<file path="src/rtl/panel_control.sv">
`timescale 1ns/1ps
// panel_control: washer front panel. Debounces the five panel buttons and
// keeps power, run state, wash model, water level and reservation delay for
// the time controller; turns the controller's finish flag into a timed beep.
module panel_control #(
  parameter int N        = 100_000_000, // clk cycles per 1 s tick
  parameter int DEB      = 2_000_000,   // cycles a button level must be stable
  parameter int RES_STEP = 10,          // rest_time added per reserve press
  parameter int RES_MAX  = 99,          // largest rest_time; beyond it wraps to 0
  parameter int BEEP_S   = 3            // buzzer duration in ticks
) (
  input  logic       clk,
  input  logic       rst_n,
  input  logic       btn_power,
  input  logic       btn_start,
  input  logic       btn_model,
  input  logic       btn_water,
  input  logic       btn_reserve,
  input  logic       finish,
  output logic       power_light,
  output logic [1:0] run_state,
  output logic [2:0] current_model,
  output logic [2:0] current_water,
  output logic [6:0] rest_time,
  output logic       beep
);

  localparam int NB = 5;
  localparam int DW = (DEB > 1) ? $clog2(DEB) : 1;
  localparam int TW = (N > 1) ? $clog2(N) : 1;
  localparam int BW = (BEEP_S > 1) ? $clog2(BEEP_S) : 1;

  localparam logic [DW-1:0] DEB_LAST  = DW'(DEB - 1);
  localparam logic [TW-1:0] TICK_LAST = TW'(N - 1);
  localparam logic [BW-1:0] BEEP_LAST = BW'(BEEP_S - 1);

  // Button positions inside the packed button vectors.
  localparam int B_POWER   = 0;
  localparam int B_START   = 1;
  localparam int B_MODEL   = 2;
  localparam int B_WATER   = 3;
  localparam int B_RESERVE = 4;

  localparam logic [2:0] MODEL_RST = 3'd0;
  localparam logic [2:0] MODEL_MAX = 3'd5;
  localparam logic [2:0] WATER_RST = 3'd2;
  localparam logic [2:0] WATER_MIN = 3'd1;
  localparam logic [2:0] WATER_MAX = 3'd5;

  typedef enum logic [1:0] {
    ST_IDLE  = 2'b00,
    ST_RUN   = 2'b01,
    ST_PAUSE = 2'b10,
    ST_DONE  = 2'b11
  } state_e;

  // ---------------------------------------------------------------------------
  // Button path: 2-FF synchronizer, stability counter, rising-edge pulse
  // ---------------------------------------------------------------------------
  logic [NB-1:0]         btn_raw;
  logic [NB-1:0]         sync1_q, sync1_d;
  logic [NB-1:0]         sync2_q, sync2_d;
  logic [NB-1:0]         deb_q, deb_d;
  logic [NB-1:0]         press_q, press_d;
  logic [NB-1:0][DW-1:0] deb_cnt_q, deb_cnt_d;

  assign btn_raw = {btn_reserve, btn_water, btn_model, btn_start, btn_power};

  // Accept a new level only after it has differed from the debounced one for DEB cycles.
  always_comb begin
    // NOTE: every signal driven here gets a default first, so no path can leave
    // one unassigned and infer a latch.
    sync1_d   = btn_raw;
    sync2_d   = sync1_q;
    deb_d     = deb_q;
    deb_cnt_d = '0;
    for (int i = 0; i < NB; i++) begin
      if (sync2_q[i] != deb_q[i]) begin
        if (deb_cnt_q[i] == DEB_LAST) begin
          deb_d[i] = sync2_q[i];
        end else begin
          deb_cnt_d[i] = deb_cnt_q[i] + DW'(1);
        end
      end
    end
    // Only an accepted rising level is a press; releases produce nothing.
    press_d = deb_d & ~deb_q;
  end

  // Button path registers.
  always_ff @(posedge clk or negedge rst_n) begin
    // NOTE: sequential state uses non-blocking assignments so every flop samples
    // the pre-edge values regardless of statement order.
    if (!rst_n) begin
      sync1_q   <= '0;
      sync2_q   <= '0;
      deb_q     <= '0;
      press_q   <= '0;
      deb_cnt_q <= '0;
    end else begin
      sync1_q   <= sync1_d;
      sync2_q   <= sync2_d;
      deb_q     <= deb_d;
      press_q   <= press_d;
      deb_cnt_q <= deb_cnt_d;
    end
  end

  // ---------------------------------------------------------------------------
  // Panel state machine, tick counter, reservation and beep timing
  // ---------------------------------------------------------------------------
  state_e          state_q, state_d;
  logic            pwr_q, pwr_d;
  logic [2:0]      model_q, model_d;
  logic [2:0]      water_q, water_d;
  logic [6:0]      rest_q, rest_d;
  logic            beep_q, beep_d;
  logic [TW-1:0]   tick_cnt_q, tick_cnt_d;
  logic [BW-1:0]   beep_cnt_q, beep_cnt_d;

  logic            press_power, press_start, press_model, press_water, press_reserve;
  logic            counting;
  logic            tick;
  logic [7:0]      res_sum;

  assign press_power   = press_q[B_POWER];
  assign press_start   = press_q[B_START];
  assign press_model   = press_q[B_MODEL];
  assign press_water   = press_q[B_WATER];
  assign press_reserve = press_q[B_RESERVE];

  // The second counter runs while a reservation is being counted down and while beeping.
  assign counting = pwr_q && (((state_q == ST_RUN) && (rest_q != '0)) || (state_q == ST_DONE));
  assign tick     = counting && (tick_cnt_q == TICK_LAST);
  assign res_sum  = 8'(rest_q) + 8'(RES_STEP);

  // Next-state logic for power, run state and all panel settings.
  always_comb begin
    pwr_d      = pwr_q;
    state_d    = state_q;
    model_d    = model_q;
    water_d    = water_q;
    rest_d     = rest_q;
    beep_d     = beep_q;
    beep_cnt_d = beep_cnt_q;

    // Tick counter: run while counting, freeze in PAUSE, clear otherwise.
    if (counting) begin
      tick_cnt_d = tick ? '0 : tick_cnt_q + TW'(1);
    end else if (state_q == ST_PAUSE) begin
      tick_cnt_d = tick_cnt_q;
    end else begin
      tick_cnt_d = '0;
    end

    if (press_power) begin
      // Power toggles and every other output falls back to its reset value;
      // this overrides any other event in the same cycle.
      pwr_d      = ~pwr_q;
      state_d    = ST_IDLE;
      model_d    = MODEL_RST;
      water_d    = WATER_RST;
      rest_d     = '0;
      beep_d     = 1'b0;
      beep_cnt_d = '0;
      tick_cnt_d = '0;
    end else if (pwr_q) begin
      unique case (state_q)
        ST_IDLE: begin
          if (press_model) begin
            model_d = (model_q == MODEL_MAX) ? MODEL_RST : model_q + 3'd1;
          end
          if (press_water) begin
            water_d = (water_q == WATER_MAX) ? WATER_MIN : water_q + 3'd1;
          end
          if (press_reserve) begin
            rest_d = (res_sum > 8'(RES_MAX)) ? '0 : res_sum[6:0];
          end
          if (press_start) begin
            state_d = ST_RUN;
          end
        end
        ST_RUN: begin
          // A tick only fires here while rest_q is non-zero, so this never underflows.
          if (tick) begin
            rest_d = rest_q - 7'd1;
          end
          if (finish) begin
            state_d    = ST_DONE;
            beep_d     = 1'b1;
            beep_cnt_d = '0;
            tick_cnt_d = '0;
          end else if (press_start) begin
            state_d = ST_PAUSE;
          end
        end
        ST_PAUSE: begin
          if (press_start) begin
            state_d = ST_RUN;
          end
        end
        ST_DONE: begin
          if (tick) begin
            if (beep_cnt_q == BEEP_LAST) begin
              state_d    = ST_IDLE;
              beep_d     = 1'b0;
              rest_d     = '0;
              beep_cnt_d = '0;
            end else begin
              beep_cnt_d = beep_cnt_q + BW'(1);
            end
          end
        end
        default: state_d = ST_IDLE;
      endcase
    end
  end

  // Panel state registers; every output comes straight from one of these.
  always_ff @(posedge clk or negedge rst_n) begin
    if (!rst_n) begin
      pwr_q      <= 1'b0;
      state_q    <= ST_IDLE;
      model_q    <= MODEL_RST;
      water_q    <= WATER_RST;
      rest_q     <= '0;
      beep_q     <= 1'b0;
      tick_cnt_q <= '0;
      beep_cnt_q <= '0;
    end else begin
      pwr_q      <= pwr_d;
      state_q    <= state_d;
      model_q    <= model_d;
      water_q    <= water_d;
      rest_q     <= rest_d;
      beep_q     <= beep_d;
      tick_cnt_q <= tick_cnt_d;
      beep_cnt_q <= beep_cnt_d;
    end
  end

  assign power_light   = pwr_q;
  assign run_state     = state_q;
  assign current_model = model_q;
  assign current_water = water_q;
  assign rest_time     = rest_q;
  assign beep          = beep_q;

endmodule

</file>
<file path="config.mk">
export PLATFORM = sky130hd
export DESIGN_NAME = panel_control
export DESIGN_NICKNAME = d
export VERILOG_FILES = /design/src/rtl/panel_control.sv
export SDC_FILE = /design/constraint.sdc
export NUM_CORES = 1
export LEC_CHECK = 0
export CAP_MARGIN = 30
export CORE_UTILIZATION = 35
export DETAILED_ROUTE_END_ITERATION = 7
export SETUP_SLACK_MARGIN = 0.05
export SKIP_LAST_GASP = 1
export SYNTH_ARGS = -nofsm -noshare
export SYNTH_HDL_FRONTEND = slang
export SYNTH_SLANG_ARGS = --single-unit
</file>
<file path="constraint.sdc">
create_clock -name clk -period 3.22 [get_ports clk]
set_input_delay 0.644 -clock clk [delete_from_list [all_inputs] [get_ports clk]]
set_output_delay 0.644 -clock clk [all_outputs]
set_load 0.02 [all_outputs]
</file>
# ---- Word-level counts from Yosys, hierarchy flattened
# Cells that the tools add are included.
dict set report op_classes {
  n_eq_ne 24
  n_shift 0
  add_sub_neg 11
  order_cmp 1
  reduce_logical 19
  bitwise_logic 3
  mux 65
  n_mul 0
  div_mod_pow 0
}
# op count
set op_table {}
lappend op_table {{21-bit two-way mux} 10}
lappend op_table {{27-bit two-way mux} 7}
lappend op_table {{21-bit by 1-bit adder with 21-bit output, second input constant} 5}
lappend op_table {{21-bit equality test, second input constant} 5}
lappend op_table {{7-bit two-way mux} 7}
lappend op_table {{3-bit two-way mux} 10}
lappend op_table {{27-bit by 1-bit adder with 27-bit output, second input constant} 1}
lappend op_table {{27-bit equality test, second input constant} 1}
lappend op_table {{2-bit two-way mux} 12}
lappend op_table {{7-bit one-hot mux with 3 select lines} 1}
lappend op_table {{1-bit two-way mux} 15}
lappend op_table {{3-bit != test, second input constant} 4}
lappend op_table {{5-bit AND reduction} 2}
lappend op_table {{7-bit by 4-bit adder with 8-bit output, second input constant} 1}
lappend op_table {{8-bit by 7-bit > comparator with 1-bit output, second input constant} 1}
lappend op_table {{2-bit nonzero test} 4}
lappend op_table {{7-bit nonzero test} 1}
lappend op_table {{7-bit by 1-bit subtractor with 7-bit output, second input constant} 1}
lappend op_table {{3-bit by 1-bit adder with 3-bit output, second input constant} 2}
lappend op_table {{2-bit equality test, second input constant} 3}
lappend op_table {{3-bit equality test, second input constant} 2}
lappend op_table {{2-bit one-hot mux with 3 select lines} 1}
lappend op_table {{3-bit AND reduction} 2}
lappend op_table {{6-bit AND reduction} 1}
lappend op_table {{18 further kinds} 24}
dict set report totals {
  ramBits 0
  ff_bits 171
  word_cells 140
  rom_bits 0
  mem_count 0
  latch_bits 0
  in_bits 8
  out_inout_bits 17
}

# ---- Depth between registers and ports, before layout
# Gate-level depths: netlist (run 1).
dict set report logic_depth {
  depth_word 11
  mapped_depth 11
  depth_no_buf 8
}

# ---- Worst setup path before layout (run 1)
# OpenSTA, ideal clock, no wires.
dict set report synth_timing {
  path_kind {flip-flop to flip-flop}
  start {reg state_q[1], in the netlist run_state[1]}
  end {reg rest_q[6], in the netlist rest_time[6]}
  stages_incl_launch_ff 11
  path_slack_ps 756
  t_arrival_ps 2323
  t_required_ps 3079
  period_less_slack_ps 2464
  path_cell_list {dfrtp_1 inv_1 ha_1 buf_2 o21ai_0 a31oi_1 nand4_1 a21bo_2 buf_6 a221oi_1 a211oi_1}
}
dict set report synth_via {
  elab_chain_len 7
  word_cells_on_any_way 16
}
# item line_no
set synth_rtl {}
lappend synth_rtl {{from (decl)} 112} ;# state_e state_q, state_d;
lappend synth_rtl {{from (signal assigned)} 232} ;# state_q <= state_d;
lappend synth_rtl {{2-bit by 1-bit equality test with 1-bit output} {133, 168}}
lappend synth_rtl {{1-bit logical AND} 133} ;# assign counting = pwr_q && (((state_q == ST_RUN) && (rest_q != '0)) || (state_q == ST_DONE));
lappend synth_rtl {{1-bit logical OR} 133}
lappend synth_rtl {{1-bit logical AND} 133}
lappend synth_rtl {{1-bit logical AND} 134} ;# assign tick = counting && (tick_cnt_q == TICK_LAST);
lappend synth_rtl {{3-bit != test (no source line)} --}
lappend synth_rtl {{6-bit AND reduction (no source line)} --}
lappend synth_rtl {{to (signal assigned)} 235} ;# rest_q <= rest_d;
lappend synth_rtl {{to (decl)} 116} ;# logic [6:0] rest_q, rest_d;
# Several ways; a longest one is shown, not always the timed one. The select of a mux whose other input is x is not followed.
# A chain may end at the register's enable or synchronous reset.

# ---- Worst setup path in the final report (run 1)
dict set report layout_timing {
  start {reg rest_q[2], in the netlist rest_time[2]}
  end {reg rest_q[6], in the netlist rest_time[6]}
}
dict set report layout_via {
  elab_chain_len 7
  word_cells_on_any_way 17
}
# item line_no
set layout_rtl {}
lappend layout_rtl {{7-bit by 4-bit adder with 8-bit output or 7-bit nonzero test (tied branches)} {135, 133}}
lappend layout_rtl {{8-bit by 7-bit > comparator with 1-bit output or 1-bit logical AND (tied branches)} {177, 133}}
lappend layout_rtl {{7-bit two-way mux or 1-bit logical OR (tied branches)} {177, 133}}
lappend layout_rtl {{7-bit two-way mux or 1-bit logical AND (tied branches)} {176, 133}}
lappend layout_rtl {{7-bit one-hot mux with 3 select lines or 1-bit logical AND (tied branches)} {168, 134}}
lappend layout_rtl {{7-bit two-way mux or 3-bit != test (tied branches)} --}
lappend layout_rtl {{7-bit two-way mux or 6-bit AND reduction (tied branches)} --}
# Several ways; a longest one is shown, not always the timed one. The select of a mux whose other input is x is not followed.

==> summary.md, run 1 <==
| Metric | Value |
|---|---|
| Yosys reg bits | `171` |
| CTS tree | `yes` |
| Routed WL per cell | `between 10 and 15 microns` |
| Largest net degree at the start of global routing | `between 60 and 70` |
| # Max-Cap Violations | `0` |
| CTS H-tree lvls | `4` |
| CP Capture Type | `flip-flop` |
| Worst endpoint data arrival time | `2.91 ns` |
| Synth top area cells | `dfrtp_1, xor2_1, nor2_1` |
| Worst skew pair latency | `around 0.43 ns` |
| Die height | `around 160 microns` |
| Avg Cell Area, Syn | `roughly 9.5 sq um` |
| Most common cell in the netlist | `dfrtp_1` |
| Final wirelength | `17.5 mm` |
| Cell variety after synth | `61` |
| Via count of the first global-routing pass | `between 6000 and 7000` |
| Final Non-Filler Cells | `roughly 1300` |
| Port Buffers | `24` |
| Setup repair bufs after CTS | `0` |
| Vias per cell | `between 5 and 6` |
| Slew Limit Fails | `0` |
| # IOs | `25` |
| Final setup skew | `approximately 0.012 ns` |
| Inst Count DP | `1238` |
| Yosys warning count | `0` |
| Via count | `6416` |
| Least-Margin Pin Slew | `between 0.6 and 0.7 ns` |
| Die area | `25400 sq um` |
| Area Overhead vs Synth | `14.5%` |
| Power Dens Cells | `approximately 460 nW/um^2` |
| Min Tclk post-route | `between 2 and 3 ns` |
| Sequential-to-total area share from yosys stat | `0.494` |
| LEAKAGE | `a little over 4 nW` |
| Fin Setup TNS | `0 ns` |
| EDFF count, synth | `0` |
| Total gr overflow | `0` |
| R2r setup slk | `about 0.6 ns` |
| Hold Buf Count CTS | `0` |
| ANT nets after route | `0` |
| WP data required | `3.51 ns` |
| Nets | `956` |
| 1st-iter DRT viols | `roughly 420` |
| Longest Clk Path Bufs | `2` |
| Cts bufs inserted | `17` |
| Post-synth ARST share | `1.00` |
| Post-synthesis cell area | `around 8700 sq um` |
| Starting density of the core | `0.356` |
| # diodes | `0` |
| Cells after Synth | `about 900` |
| First-pass GRT wire length | `approximately 31 mm` |
| Peak Freq | `approximately 380 MHz` |
| Pre-CTS setup slack | `between 0.6 and 0.7 ns` |
| Synth area leader | `dfrtp_1` |
| Share of cells above drive strength 1 | `0.0666` |
| Row Count | `57` |
| Commonest cells in the netlist | `dfrtp_1, nor2_1, nand2_1` |
| Drt pass-1 iters | `4` |
| Initial antenna violation count | `0` |
| Status | `completed` |
| RSZ-0062 raised after global routing | `false` |
| Yosys top cell area share | `0.491` |
| Gr usage total | `0.146` |
| Clk root buf | `clkbuf_16` |
| CTS Sinks | `about 170` |
| Power Total | `around 4.6 mW` |
| Mapped Nets | `936` |
| HP Class | `in2async` |
| Normalized max-slew margin | `0.545` |
| Final Util | `0.408` |
| WHS | `between 0.2 and 0.25 ns` |
| Final period util | `0.813` |
| Setup ws final | `around 0.60 ns` |
| Residual DRC count | `0` |
| Final Hold Fails | `0` |
| Die width | `roughly 160 microns` |
| Cts repair resizes | `0` |
| GP Congestion | `0.816` |
| Setup crit start kind | `flip-flop` |
| Ys flop type | `dfrtp_1` |
| Placed Area | `around 9300 sq um` |
| Worst setup path class | `reg2reg` |
| Hpwl dp | `11.7 mm` |
| Design area | `9930 sq um` |
| Final setup viols | `0` |
| CTS clk-pin slew, worst paths | `0.07 ns` |
| Core area | `approximately 24000 sq um` |
| Crit-path max FO | `10` |
| VDD IR max | `about 0.32 mV` |
cell families after synthesis:
| logic type | after synthesis | synth area share |
|---|---|---|
| AOI/OAI and AO/OA | 117 | 0.0862 |
| xor gates and xnor gates | 102 | 0.103 |
| adders and majority gates | 15 | 0.0217 |
| buffers and inverters | 53 | 0.0256 |
| DFF | 171 | 0.494 |
| muxes | 6 | 0.00765 |
| and+or+nand+nor | 449 | 0.262 |
state kept, by name (all words and copies together) (netlist names), 3 cells and up:
name,count
current_model,3
current_water,3
deb_cnt_q,105
deb_q,5
press_q,5
rest_time,7
sync1_q,5
sync2_q,5
tick_cnt_q,27
layout by cell type, fill, tap and decap left out, drive strengths merged, types with 18 or more instances in the layout:
| cell | count |
|---|---|
| and3 | 20 |
| nor3 | 19 |
| xor2 | 66 |
| nand4 | 34 |
| clkdlybuf4s50 | 23 |
| nand3 | 63 |
| nor2 | 153 |
| dfrtp | 170 |
| clkbuf | 18 |
| nand2 | 69 |
| o21ai | 30 |
| a21oi | 34 |
| inv | 28 |
| xnor2 | 36 |
worst max-delay path, cell delays in order (launching register included):
cell	delay, ns
dfrtp_1	0.57
inv_1	0.17
ha_1	0.37
nor3b_1	0.06
a31oi_1	0.46
a31oi_1	0.15
o211a_1	0.32
a221oi_1	0.31
a211oi_1	0.08
final timing paths:
path / startpoint / to / depth (start not counted)
max in group asynchronous: rst_n / deb_cnt_q[12] / 2
worst min-delay path: rst_n / deb_cnt_q[73] / 1
min in group clk: sync1_q[4] / sync2_q[4] / 0
worst max-delay path: rest_time[2] / rest_time[6] / 8
worst min register to register: sync1_q[4] / sync2_q[4] / 0
worst max register to register: rest_time[2] / rest_time[6] / 8
layer usage:
| metal | routed length, microns | global-route usage | vias up |
|---|---|---|---|
| met5 | 0 | 0 | - |
| met4 | 198 | 0.0450 | 0 |
| met3 | 431 | 0.0289 | 16 |
| met2 | 8240 | 0.237 | 59 |
| met1 | 8620 | 0.197 | 3085 |
| li1 | - | - | 3256 |
where the power goes:
part	internal [mW]	switching, mW	leakage [nW]
sequential	2.17	0.0207	2.34
combinational	0.0312	0.0779	1.44
clock	1.42	0.897	0.328
cell type report:
| type | instances | area, sq um |
|---|---|---|
| clock buffer | 18 | 439 |
| clock inverter | 14 | 228 |
| tap | 324 | 405 |
| inverter | 22 | 82.6 |
| sequential | 171 | 4280 |
| multi-input combinational | 689 | 4160 |
| fill | 2350 | 14400 |
| timing repair buffer | 32 | 327 |
Note: power is estimated with default switching activity, not from simulation.
==> run 2: changes to the inputs <==
==> constraint.sdc (replaced) <==
create_clock -name clk -period 2.1 [get_ports clk]
set_input_delay 0.42 -clock clk [delete_from_list [all_inputs] [get_ports clk]]
set_output_delay 0.42 -clock clk [all_outputs]
set_load 0.02 [all_outputs]
==> summary.md, run 2 (same netlist as run 1, synthesis figures left out) <==
| Metric | Value |
|---|---|
| Status | `finished with violations (was completed)` |
| Violated checks | `setup timing` |
| Residual DRC count | `0 (unchanged)` |
| Reg power frac | `0.490 (was 0.475)` |
| Normalized max-slew margin | `0.644 (was 0.545)` |
| Largest net degree at the start of global routing | `63 (was 69)` |
| Longest Clk Path Bufs | `2 (unchanged)` |
| Most frequent cells in the layout | `dfrtp_1, nor2_1, buf_4 (was dfrtp_1, nor2_1, nand2_1)` |
| Most flops, register | `deb_cnt_q (unchanged)` |
| Port Buffers | `24 (unchanged)` |
| Cts bufs inserted | `17 (unchanged)` |
| Power share of the clock group | `0.482 (was 0.502)` |
| Commonest non-fill, non-tap cell in the layout | `dfrtp_1 (unchanged)` |
| R2r setup slk | `-0.05 ns (was 0.60 ns)` |
| Via count of the first global-routing pass | `6724 (was 6237)` |
| ANT nets after route | `0 (unchanged)` |
| Min Tclk post-route | `2.15 ns (was 2.62 ns)` |
| Final wirelength | `19.2 mm (was 17.5 mm)` |
| Share of cells above drive strength 1 | `0.195 (was 0.0666)` |
| Fillers | `2295 (was 2350)` |
| Gr usage total | `0.157 (was 0.146)` |
| Clk root buf | `clkbuf_16 (unchanged)` |
| CTS Sinks | `171 (unchanged)` |
| 1st-iter DRT viols | `342 (was 419)` |
| Inst Count DP | `1318 (was 1238)` |
| Die width | `159 microns (unchanged)` |
| RSZ-0062 raised after global routing | `true (was false)` |
| Power Total | `6.84 mW (was 4.61 mW)` |
| Initial antenna violation count | `0 (unchanged)` |
| Starting density of the core | `0.356 (unchanged)` |
| Drt pass-1 iters | `5 (was 4)` |
| Internal | `5.30 mW (was 3.62 mW)` |
| Switching share of total power | `0.226 (was 0.216)` |
| Routed WL per cell | `14.1 microns (was 13.8 microns)` |
| Vias per cell | `5.10 (was 5.05)` |
| CTS clk-pin slew, worst paths | `0.06 ns (was 0.07 ns)` |
| Slowest CP cell | `or4_1 (was dfrtp_1)` |
| CTS tree | `yes (unchanged)` |
| Reg area | `4290 sq um (was 4280 sq um)` |
| Row Count | `57 (unchanged)` |
| Final period util | `1.02 (was 0.813)` |
| Die height | `159 microns (unchanged)` |
| Final setup skew | `0.0161 ns (was 0.0123 ns)` |
| Worst skew pair latency | `0.44 ns (was 0.43 ns)` |
| VDD IR max | `0.477 mV (was 0.322 mV)` |
| Peak Freq | `465 MHz (was 382 MHz)` |
| Placed Area | `10000 sq um (was 9260 sq um)` |
| WP data required | `2.45 ns (was 3.51 ns)` |
| GP Congestion | `0.838 (was 0.816)` |
| Worst endpoint data arrival time | `2.50 ns (was 2.91 ns)` |
| Core area | `24300 sq um (unchanged)` |
| Nets | `1047 (was 956)` |
| HP Class | `reg2reg (was in2async)` |
| Fin Setup TNS | `-0.0823 ns (was 0 ns)` |
| Power Dens Cells | `624 nW/um^2 (was 465 nW/um^2)` |
| Via count | `6936 (was 6416)` |
| CP max stage delay | `0.51 ns (was 0.57 ns)` |
| Worst setup path class | `reg2reg (unchanged)` |
| Design area | `11000 sq um (was 9930 sq um)` |
| Max reg flops | `105 (unchanged)` |
| Final Non-Filler Cells | `1361 (was 1270)` |
| First-pass GRT wire length | `32.6 mm (was 30.6 mm)` |
| CP Capture Type | `flip-flop (unchanged)` |
| Crit-path max FO | `4 (was 10)` |
| # Max-Cap Violations | `0 (unchanged)` |
| # IOs | `25 (unchanged)` |
| Total gr overflow | `0 (unchanged)` |
| Die area | `25400 sq um (unchanged)` |
| Logic pwr share | `0.027 (was 0.024)` |
| Final Hold Fails | `0 (unchanged)` |
| LEAKAGE | `4.64 nW (was 4.11 nW)` |
| CP Cell Sequence | `buf_6 -> or4_4 -> nor4_4 -> nand4_1 -> or4_1 -> a211oi_2 (was inv_1 -> ha_1 -> nor3b_1 -> a31oi_1 -> a31oi_1 -> o211a_1 -> a221oi_1 -> a211oi_1)` |
| Final setup viols | `3 (was 0)` |
| # diodes | `0 (unchanged)` |
| Setup ws final | `-0.0489 ns (was 0.601 ns)` |
| Area Overhead vs Synth | `26.6% (was 14.5%)` |
| Multi-input logic area | `4480 sq um (was 4160 sq um)` |
| Switching Power | `1.54 mW (was 0.995 mW)` |
| CTS H-tree lvls | `4 (unchanged)` |
| Least-Margin Pin Slew | `0.531 ns (was 0.680 ns)` |
| Pre-CTS setup slack | `-0.134 ns (was 0.685 ns)` |
| Setup crit start kind | `flip-flop (unchanged)` |
| Final Util | `0.451 (was 0.408)` |
| WHS | `0.348 ns (was 0.212 ns)` |
| Slew Limit Fails | `0 (unchanged)` |
| Hpwl dp | `13.1 mm (was 11.7 mm)` |
run 2: area by class of cell:
cell class                 count  area share
multi-input combinational    690       0.409
sequential                   171       0.391
timing repair buffer         122      0.0995
clock buffer                  19      0.0395
tap                          324      0.0370
clock inverter                13      0.0165
inverter                      22     0.00776
run 2: worst paths after layout:
path                                     start             to  cells after the start
worst max-delay path            tick_cnt_q[10]  beep_cnt_q[1]                      6
worst min register to register      sync1_q[2]     sync2_q[2]                      0
min in group asynchronous                rst_n  deb_cnt_q[23]                      2
max in group asynchronous                rst_n  deb_cnt_q[57]                      3
worst min-delay path                sync1_q[2]     sync2_q[2]                      0
worst max register to register  tick_cnt_q[10]  beep_cnt_q[1]                      6
run 2: power groups by stage:
| stage | Combinational, mW | Sequential (mW) | Clock (mW) |
|---|---|---|---|
| 3_5_place_dp | 0.192 | 3.42 | 0 |
| 2_1_floorplan | 0.0696 | 3.41 | 0 |
| 5_1_grt | 0.216 | 3.36 | 3.53 |
| 3_3_place_gp | 0.192 | 3.42 | 0 |
| 4_1_cts | 0.195 | 3.36 | 3.39 |
| 6_report | 0.187 | 3.36 | 3.30 |
run 2: critical path: cells and delay by family (launching register included):
family,cells,cell delay (ns)
and+or+nand+nor,4,1.37
DFF,1,0.39
AOI/OAI and AO/OA,1,0.19
buffers and inverters,1,0.12
run 2: what timing repair did:
action                     CTS  global route
setup endpoints to repair   36            58
buffers inserted             3             6
hold endpoints to repair    39             0
hold buffers                 1             0
cloned                       1             1
gates resized for setup     26            39
pin swaps                    7            16
run 2: routing by layer:
metal	track usage	routed length, microns	vias to the layer above
met5	0	0	-
met4	0.0520	199	0
met3	0.0320	539	12
met2	0.256	9390	83
met1	0.210	9110	3394
li1	-	-	3447
